## src/rtl/inv_mix_columns_seq_if.sv

```systemverilog
// Handshake bundle for the (Inv)MixColumns engine; master drives the input state, slave is the engine.
// Optional AES_FWD_MIXCOL_EN adds the mode select carried with the input state.
interface inv_mix_columns_seq_if;
  // A transfer happens on a rising edge where valid && ready; the source holds data stable
  // until then, and ready never depends combinationally on valid.
  logic         in_valid;
  logic         in_ready;
  logic [127:0] in_data;
  logic         out_valid;
  logic         out_ready;
  logic [127:0] out_data;
`ifdef AES_FWD_MIXCOL_EN
  logic         mode;

  modport master (output in_valid, in_data, out_ready, mode,
                  input  in_ready, out_valid, out_data);
  modport slave  (input  in_valid, in_data, out_ready, mode,
                  output in_ready, out_valid, out_data);
`else
  modport master (output in_valid, in_data, out_ready,
                  input  in_ready, out_valid, out_data);
  modport slave  (input  in_valid, in_data, out_ready,
                  output in_ready, out_valid, out_data);
`endif
endinterface

```

## src/rtl/inv_mix_columns_seq.sv

```systemverilog
// Iterative AES InvMixColumns engine, COLS_PER_CYCLE columns per BUSY cycle.
// Define AES_FWD_MIXCOL_EN to add a forward MixColumns mode selected at accept time.
module inv_mix_columns_seq #(
  parameter int COLS_PER_CYCLE = 1
) (
  input  logic                  clk,
  input  logic                  rst_n,
  inv_mix_columns_seq_if.slave  bus,
  output logic [1:0]            o_dbg_state
);

  typedef enum logic [1:0] {
    IDLE = 2'd0,
    BUSY = 2'd1,
    DONE = 2'd2
  } state_e;

  localparam logic [2:0] CNT_STEP = 3'(COLS_PER_CYCLE);

  state_e       r_state;
  logic [2:0]   r_col_cnt;
  logic [127:0] r_work;
`ifdef AES_FWD_MIXCOL_EN
  logic         r_mode;
`endif

  logic [31:0]  w_cols    [4];
  logic [1:0]   w_idx     [COLS_PER_CYCLE];
  logic [31:0]  w_col_in  [COLS_PER_CYCLE];
  logic [31:0]  w_col_out [COLS_PER_CYCLE];
  logic [127:0] w_work_nxt;

  function automatic logic [7:0] xtime(input logic [7:0] a);
    return {a[6:0], 1'b0} ^ ({8{a[7]}} & 8'h1b);
  endfunction

  function automatic logic [31:0] inv_col(input logic [31:0] col);
    logic [7:0]  a [4];
    logic [7:0]  x2, x4, x8;
    logic [7:0]  m0e [4];
    logic [7:0]  m0b [4];
    logic [7:0]  m0d [4];
    logic [7:0]  m09 [4];
    logic [31:0] res;
    res = '0;
    for (int r = 0; r < 4; r++) begin
      a[r]   = col[31-8*r -: 8];
      x2     = xtime(a[r]);
      x4     = xtime(x2);
      x8     = xtime(x4);
      m0e[r] = x8 ^ x4 ^ x2;
      m0b[r] = x8 ^ x2 ^ a[r];
      m0d[r] = x8 ^ x4 ^ a[r];
      m09[r] = x8 ^ a[r];
    end
    for (int r = 0; r < 4; r++) begin
      res[31-8*r -: 8] = m0e[r] ^ m0b[(r+1)%4] ^ m0d[(r+2)%4] ^ m09[(r+3)%4];
    end
    return res;
  endfunction

`ifdef AES_FWD_MIXCOL_EN
  function automatic logic [31:0] fwd_col(input logic [31:0] col);
    logic [7:0]  a  [4];
    logic [7:0]  m2 [4];
    logic [31:0] res;
    res = '0;
    for (int r = 0; r < 4; r++) begin
      a[r]  = col[31-8*r -: 8];
      m2[r] = xtime(a[r]);
    end
    // 03*a = 02*a ^ a
    for (int r = 0; r < 4; r++) begin
      res[31-8*r -: 8] = m2[r] ^ m2[(r+1)%4] ^ a[(r+1)%4] ^ a[(r+2)%4] ^ a[(r+3)%4];
    end
    return res;
  endfunction
`endif

  always_comb begin
    for (int c = 0; c < 4; c++) begin
      w_cols[c] = r_work[127-32*c -: 32];
    end
  end

  // Gather the columns handled this cycle, transform them, and scatter them back.
  always_comb begin
    for (int k = 0; k < COLS_PER_CYCLE; k++) begin
      w_idx[k]    = r_col_cnt[1:0] + 2'(k);
      w_col_in[k] = w_cols[w_idx[k]];
`ifdef AES_FWD_MIXCOL_EN
      w_col_out[k] = r_mode ? fwd_col(w_col_in[k]) : inv_col(w_col_in[k]);
`else
      w_col_out[k] = inv_col(w_col_in[k]);
`endif
    end
  end

  always_comb begin
    w_work_nxt = r_work;
    for (int k = 0; k < COLS_PER_CYCLE; k++) begin
      for (int c = 0; c < 4; c++) begin
        if (w_idx[k] == 2'(c)) begin
          w_work_nxt[127-32*c -: 32] = w_col_out[k];
        end
      end
    end
  end

  always_ff @(posedge clk or negedge rst_n) begin
    if (!rst_n) begin
      r_state   <= IDLE;
      r_col_cnt <= '0;
      r_work    <= '0;
`ifdef AES_FWD_MIXCOL_EN
      r_mode    <= 1'b0;
`endif
    end else begin
      case (r_state)
        IDLE: begin
          if (bus.in_valid) begin
            r_work    <= bus.in_data;
            r_col_cnt <= '0;
            r_state   <= BUSY;
`ifdef AES_FWD_MIXCOL_EN
            r_mode    <= bus.mode;
`endif
          end
        end
        BUSY: begin
          r_work <= w_work_nxt;
          if (r_col_cnt + CNT_STEP == 3'd4) begin
            r_col_cnt <= '0;
            r_state   <= DONE;
          end else begin
            r_col_cnt <= r_col_cnt + CNT_STEP;
          end
        end
        DONE: begin
          if (bus.out_ready) begin
            r_state <= IDLE;
          end
        end
        default: r_state <= IDLE;
      endcase
    end
  end

  assign bus.in_ready  = (r_state == IDLE);
  assign bus.out_valid = (r_state == DONE);
  assign bus.out_data  = r_work;
  assign o_dbg_state   = r_state;

endmodule

```

## src/flat_wrapper.sv

```systemverilog
// flat-port wrapper written by rule: the top's interface ports become plain ports
module inv_mix_columns_seq_flat 
#(
  parameter int COLS_PER_CYCLE = 1
)
  (clk, rst_n, o_dbg_state, bus_in_valid, bus_in_data, bus_out_ready, bus_in_ready, bus_out_valid, bus_out_data);
  inv_mix_columns_seq_if bus_i ();
  input  logic clk;
  input  logic rst_n;
  output logic [1:0] o_dbg_state;
  input wire logic [$bits(bus_i.in_valid)-1:0] bus_in_valid;
  input wire logic [$bits(bus_i.in_data)-1:0] bus_in_data;
  input wire logic [$bits(bus_i.out_ready)-1:0] bus_out_ready;
  output wire logic [$bits(bus_i.in_ready)-1:0] bus_in_ready;
  output wire logic [$bits(bus_i.out_valid)-1:0] bus_out_valid;
  output wire logic [$bits(bus_i.out_data)-1:0] bus_out_data;
  assign bus_i.in_valid = bus_in_valid;
  assign bus_i.in_data = bus_in_data;
  assign bus_i.out_ready = bus_out_ready;
  assign bus_in_ready = bus_i.in_ready;
  assign bus_out_valid = bus_i.out_valid;
  assign bus_out_data = bus_i.out_data;
  inv_mix_columns_seq #(.COLS_PER_CYCLE(COLS_PER_CYCLE)) u_core (.clk(clk), .rst_n(rst_n), .bus(bus_i), .o_dbg_state(o_dbg_state));
endmodule
```

## config.mk

```make
export PLATFORM = sky130hd
export DESIGN_NAME = inv_mix_columns_seq_flat
export DESIGN_NICKNAME = d
export VERILOG_FILES = /design/src/rtl/inv_mix_columns_seq_if.sv /design/src/rtl/inv_mix_columns_seq.sv /design/src/flat_wrapper.sv
export SDC_FILE = /design/constraint.sdc
export NUM_CORES = 1
export LEC_CHECK = 0
export BUFFER_PORTS_ARGS = -buffer_cell sky130_fd_sc_hd__buf_2
export CAP_MARGIN = 20
export CORE_ASPECT_RATIO = 1.4
export CORE_MARGIN = 2
export CORE_UTILIZATION = 25
export CTS_CLUSTER_DIAMETER = 200
export DETAILED_ROUTE_END_ITERATION = 8
export SYNTH_ARGS = -nofsm -noshare
export SYNTH_HDL_FRONTEND = slang
export SYNTH_SLANG_ARGS = --single-unit
export TNS_END_PERCENT = 30
```

## constraint.sdc

```tcl
create_clock -name clk -period 2.9 [get_ports clk]
set_input_delay 0 -clock clk [delete_from_list [all_inputs] [get_ports clk]]
set_output_delay 0 -clock clk [all_outputs]
set_load 0.01 [all_outputs]
```

==> results by stage <==
Status:
- The flow ran to the end, but the final reports show violations.
- The final reports fail on negative setup slack.

Placement:
- The post-placement setup slack is -0.336 ns.
- The wire-length estimate of the detail-placed layout is 26.1 mm.
- The number of buffers inserted by port buffering is around 260.
- The congestion estimate from routability-driven global placement came to around 0.95.
- Including well taps, the total number of placed cells is 1643.

Floorplan:
- 264 I/O pins were placed.
- Measured along the y axis, the die boundary spans approximately 220 um.
- The starting density of the core is 0.253.
- The floorplan has 80 rows.
- The width of the chip is about 160 um.
- The floorplan step defined a die boundary enclosing 0.0361 mm2.
- The core box area is 0.0341 mm2.

Layout:
- In the final layout, the share of cells above drive strength 1 is 0.441.
- The area added between synthesis and finish is 65.9%.
- The library cells used most frequently in the layout, excluding fill and tap cells, are sky130_fd_sc_hd__buf_2, sky130_fd_sc_hd__nand2_1, sky130_fd_sc_hd__nor2_1.
- Once layout is complete, the utilization of the core stands at 0.420.
- The number of antenna cells inserted is 0.
- Leaving out fill and tap cells, the most frequent cell in the layout is sky130_fd_sc_hd__buf_2.
- Leaving out filler cells and counting taps, the final layout contains approximately 1.8k.
- The number of nets at the end of the flow is between 1.5k and 2k.
- The number of filler instances in the final layout is 3171.

Logic synthesis:
- Synthesis produced a netlist with a net count of ~1.0k.
- After synthesis the netlist holds a flip-flop and latch count of between 100 and 150.
- The average instance in the mapped netlist occupies approximately 10 um2.
- The Yosys warning count is 0.
- The share of the Yosys chip area taken by registers is 0.385.
- The post-synthesis instance area is ~0.0086 mm2.
- The cell count after synthesis is between 800 and 900.
- The number of flops mapped to enable cells by yosys is 0.
- Of all flip-flops after synthesis, the portion carrying an async set or reset was 1.00.
- The number of distinct library cells after synthesis is 29.
- The primary flip-flop cell chosen by synthesis mapping is sky130_fd_sc_hd__dfrtp_1.

STA:
- Setup repair after global routing could not meet its margin everywhere.
- At the pin with the least slew margin, the transition time is ~0.97 ns.
- For the final database, setup skew stands at 0.00961 ns.
- The part of the cycle the worst path needs is 1.05.
- The setup slack after layout is -0.147 ns.
- The number of hold-slack violations in the final timing report is 0.
- The number of max-slew violations in the final report is 0.
- Summed over all failing endpoints, the final setup total negative slack is -2.90 ns.
- Derived from the worst setup path, the maximum achievable clock frequency is roughly 330 MHz.
- Headroom to the max-slew limit came out at 0.350.
- For the finished layout, the period the worst path requires is a little over 3 ns.
- Setup violations remaining at the end of the flow were counted as 40.

Detailed routing:
- The total wirelength of the detailed-routed design is 35.7 mm.
- For this run, the detailed router's first-pass iteration total came to 5.
- The count of vias placed by the detailed router is slightly below 9k.
- The remaining routing DRC violations is 0.
- In the routed layout, each cell is associated on average with a via count of around 4.7.
- In this run the remaining antenna-violating nets after routing total 0.
- The violation count after the first detailed-route iteration is approximately 500.
- The average wire per cell in the routed design is about 19 um.

Clock tree:
- TritonCTS built the clock tree.
- The tree is rooted in a sky130_fd_sc_hd__clkbuf_16.
- The longest clock path from root to sink contains 2 buffers.
- For this design, the sink count on the clock tree is ~130.
- The number of clock buffers added by TritonCTS is 17.
- The source-to-sink clock delay at the later pin of the worst-skew pair is ~0.45 ns.
- The H-tree was split into 4 levels.
- The clock-pin slew reported for the worst setup and hold paths after clock tree synthesis is roughly 0.060 ns.

Setup path:
- Traced cell by cell, the critical path runs through buf_12 > buf_6 > mux4_2 > xor2_1 > xnor3_2 > xnor3_2 > buf_6 > nor2_4 > nand3b_4 > a31oi_1.
- The critical path contains buffers and inverters numbering 3 combined.
- Data arrives at the worst endpoint at ~3.4 ns.
- The largest delay contributor family on the critical path is XOR/XNOR gates.
- The worst setup path is launched from a flop.
- The slowest library cell on the worst path is sky130_fd_sc_hd__mux4_2.
- Of all nets on the critical path, the largest fanout is 8.
- The critical path capture point type is a flop.
- The required time of the worst setup path is about 3.2 ns.
- The critical path is of the flop to flop type.
- The delay of the slowest cell on the worst path is 0.57 ns.

Job:
- The tool flagged a number of max-cap violations equal to 0.

Min path:
- The class of the most critical hold timing path is primary input to async pin.

Global route:
- The wire length of the first global-routing pass is around 53 mm.
- The via count of the first global-routing pass was 8889.
- The maximum number of pins on one net before global-route repair is ~100.
- The global-route total usage across every layer is 0.196.
- After global routing the overflow that remains totals 0.
- The initial antenna violation count is 0.
## logic make-up (layout without fill, tap and decap cells)
family          count (synthesis)  count (layout)  synth area share
compound gates                138             138             0.100
xor+xnor                      186             186             0.247
fa+ha+maj                       6               6           0.00868
buf+inv                        70             594            0.0391
flops                         133             133             0.385
mux                            32              32            0.0833
simple gates                  306             306             0.137
## stage by stage
stage | hold WS (ns) | instance area (um2)
floorplan | -0.296 | 8650
CTS | 0.277 | 13800
global route | 0.343 | 14400
global placement | 0.180 | 11300
detailed placement | 0.191 | 11300
finish | 0.237 | 14400
## cell type report
cell class                 count  area [um2]  share of cell area
timing repair buffer         558        4070               0.284
inverter                       5        18.8             0.00131
sequential                   133        3330               0.232
clock inverter                10        73.8             0.00514
multi-input combinational    668        5820               0.406
clock buffer                  21         470              0.0328
tap                          451         564              0.0393
## final timing paths
check / startpoint / endpoint / slack, ns / cells after the start
setup / recovery: u_core.r_col_cnt[0] / u_core.bus.out_data[28] / -0.15 / 10
hold / removal: rst_n / u_core.bus.out_data[43] / 0.24 / 2
setup reg to reg: u_core.r_col_cnt[0] / u_core.bus.out_data[28] / -0.15 / 10
hold reg to reg: u_core.r_col_cnt[2] / u_core.r_col_cnt[2] / 0.54 / 1
max in group asynchronous: rst_n / u_core.bus.out_data[119] / 1.75 / 3
min in group clk: bus_in_data[16] / u_core.bus.out_data[16] / 0.35 / 4
## flip-flops by register name, summed over array words and instances (netlist names)
name                 flops
u_core.o_dbg_state       2
u_core.r_col_cnt         3
u_core.bus.out_data    128
## metal layers
metal / vias up / global-route usage / wire length (um)
li1: 3987 / - / -
met1: 4240 / 0.210 / 12800
met2: 355 / 0.362 / 19400
met3: 125 / 0.0283 / 1360
met4: 0 / 0.120 / 2120
met5: - / 0 / 0
## what timing repair did
item                       4_1_cts  5_1_grt
setup endpoints to repair       79      127
buffers inserted                32       13
hold buffers                   131        0
hold endpoints to repair       232        0
resized for setup               74       68
pin swaps                       35       42
## cell usage after synthesis, types with 3 or more instances
library cell                 n  area [um2]
sky130_fd_sc_hd__nand2_1   165         619
sky130_fd_sc_hd__dfrtp_1   133        3330
sky130_fd_sc_hd__nor2_1    133         499
sky130_fd_sc_hd__a31oi_1   128         801
sky130_fd_sc_hd__xnor2_1   118        1030
sky130_fd_sc_hd__clkbuf_1   42         158
sky130_fd_sc_hd__mux4_2     32         721
sky130_fd_sc_hd__xor2_1     24         210
sky130_fd_sc_hd__xnor2_2    15         244
sky130_fd_sc_hd__buf_2      14        70.1
sky130_fd_sc_hd__xnor3_1    14         315
sky130_fd_sc_hd__ha_1        6        75.1
sky130_fd_sc_hd__xor2_2      6        97.6
sky130_fd_sc_hd__a21oi_1     5        25.0
sky130_fd_sc_hd__buf_6       5        56.3
sky130_fd_sc_hd__inv_1       5        18.8
sky130_fd_sc_hd__xnor2_4     5         138
sky130_fd_sc_hd__a22o_1      3        26.3
sky130_fd_sc_hd__nand3b_1    3        22.5
Power is left out: the tool's default activity adds up to more than one toggle a clock period on the data nets, which glitch-free logic cannot reach.
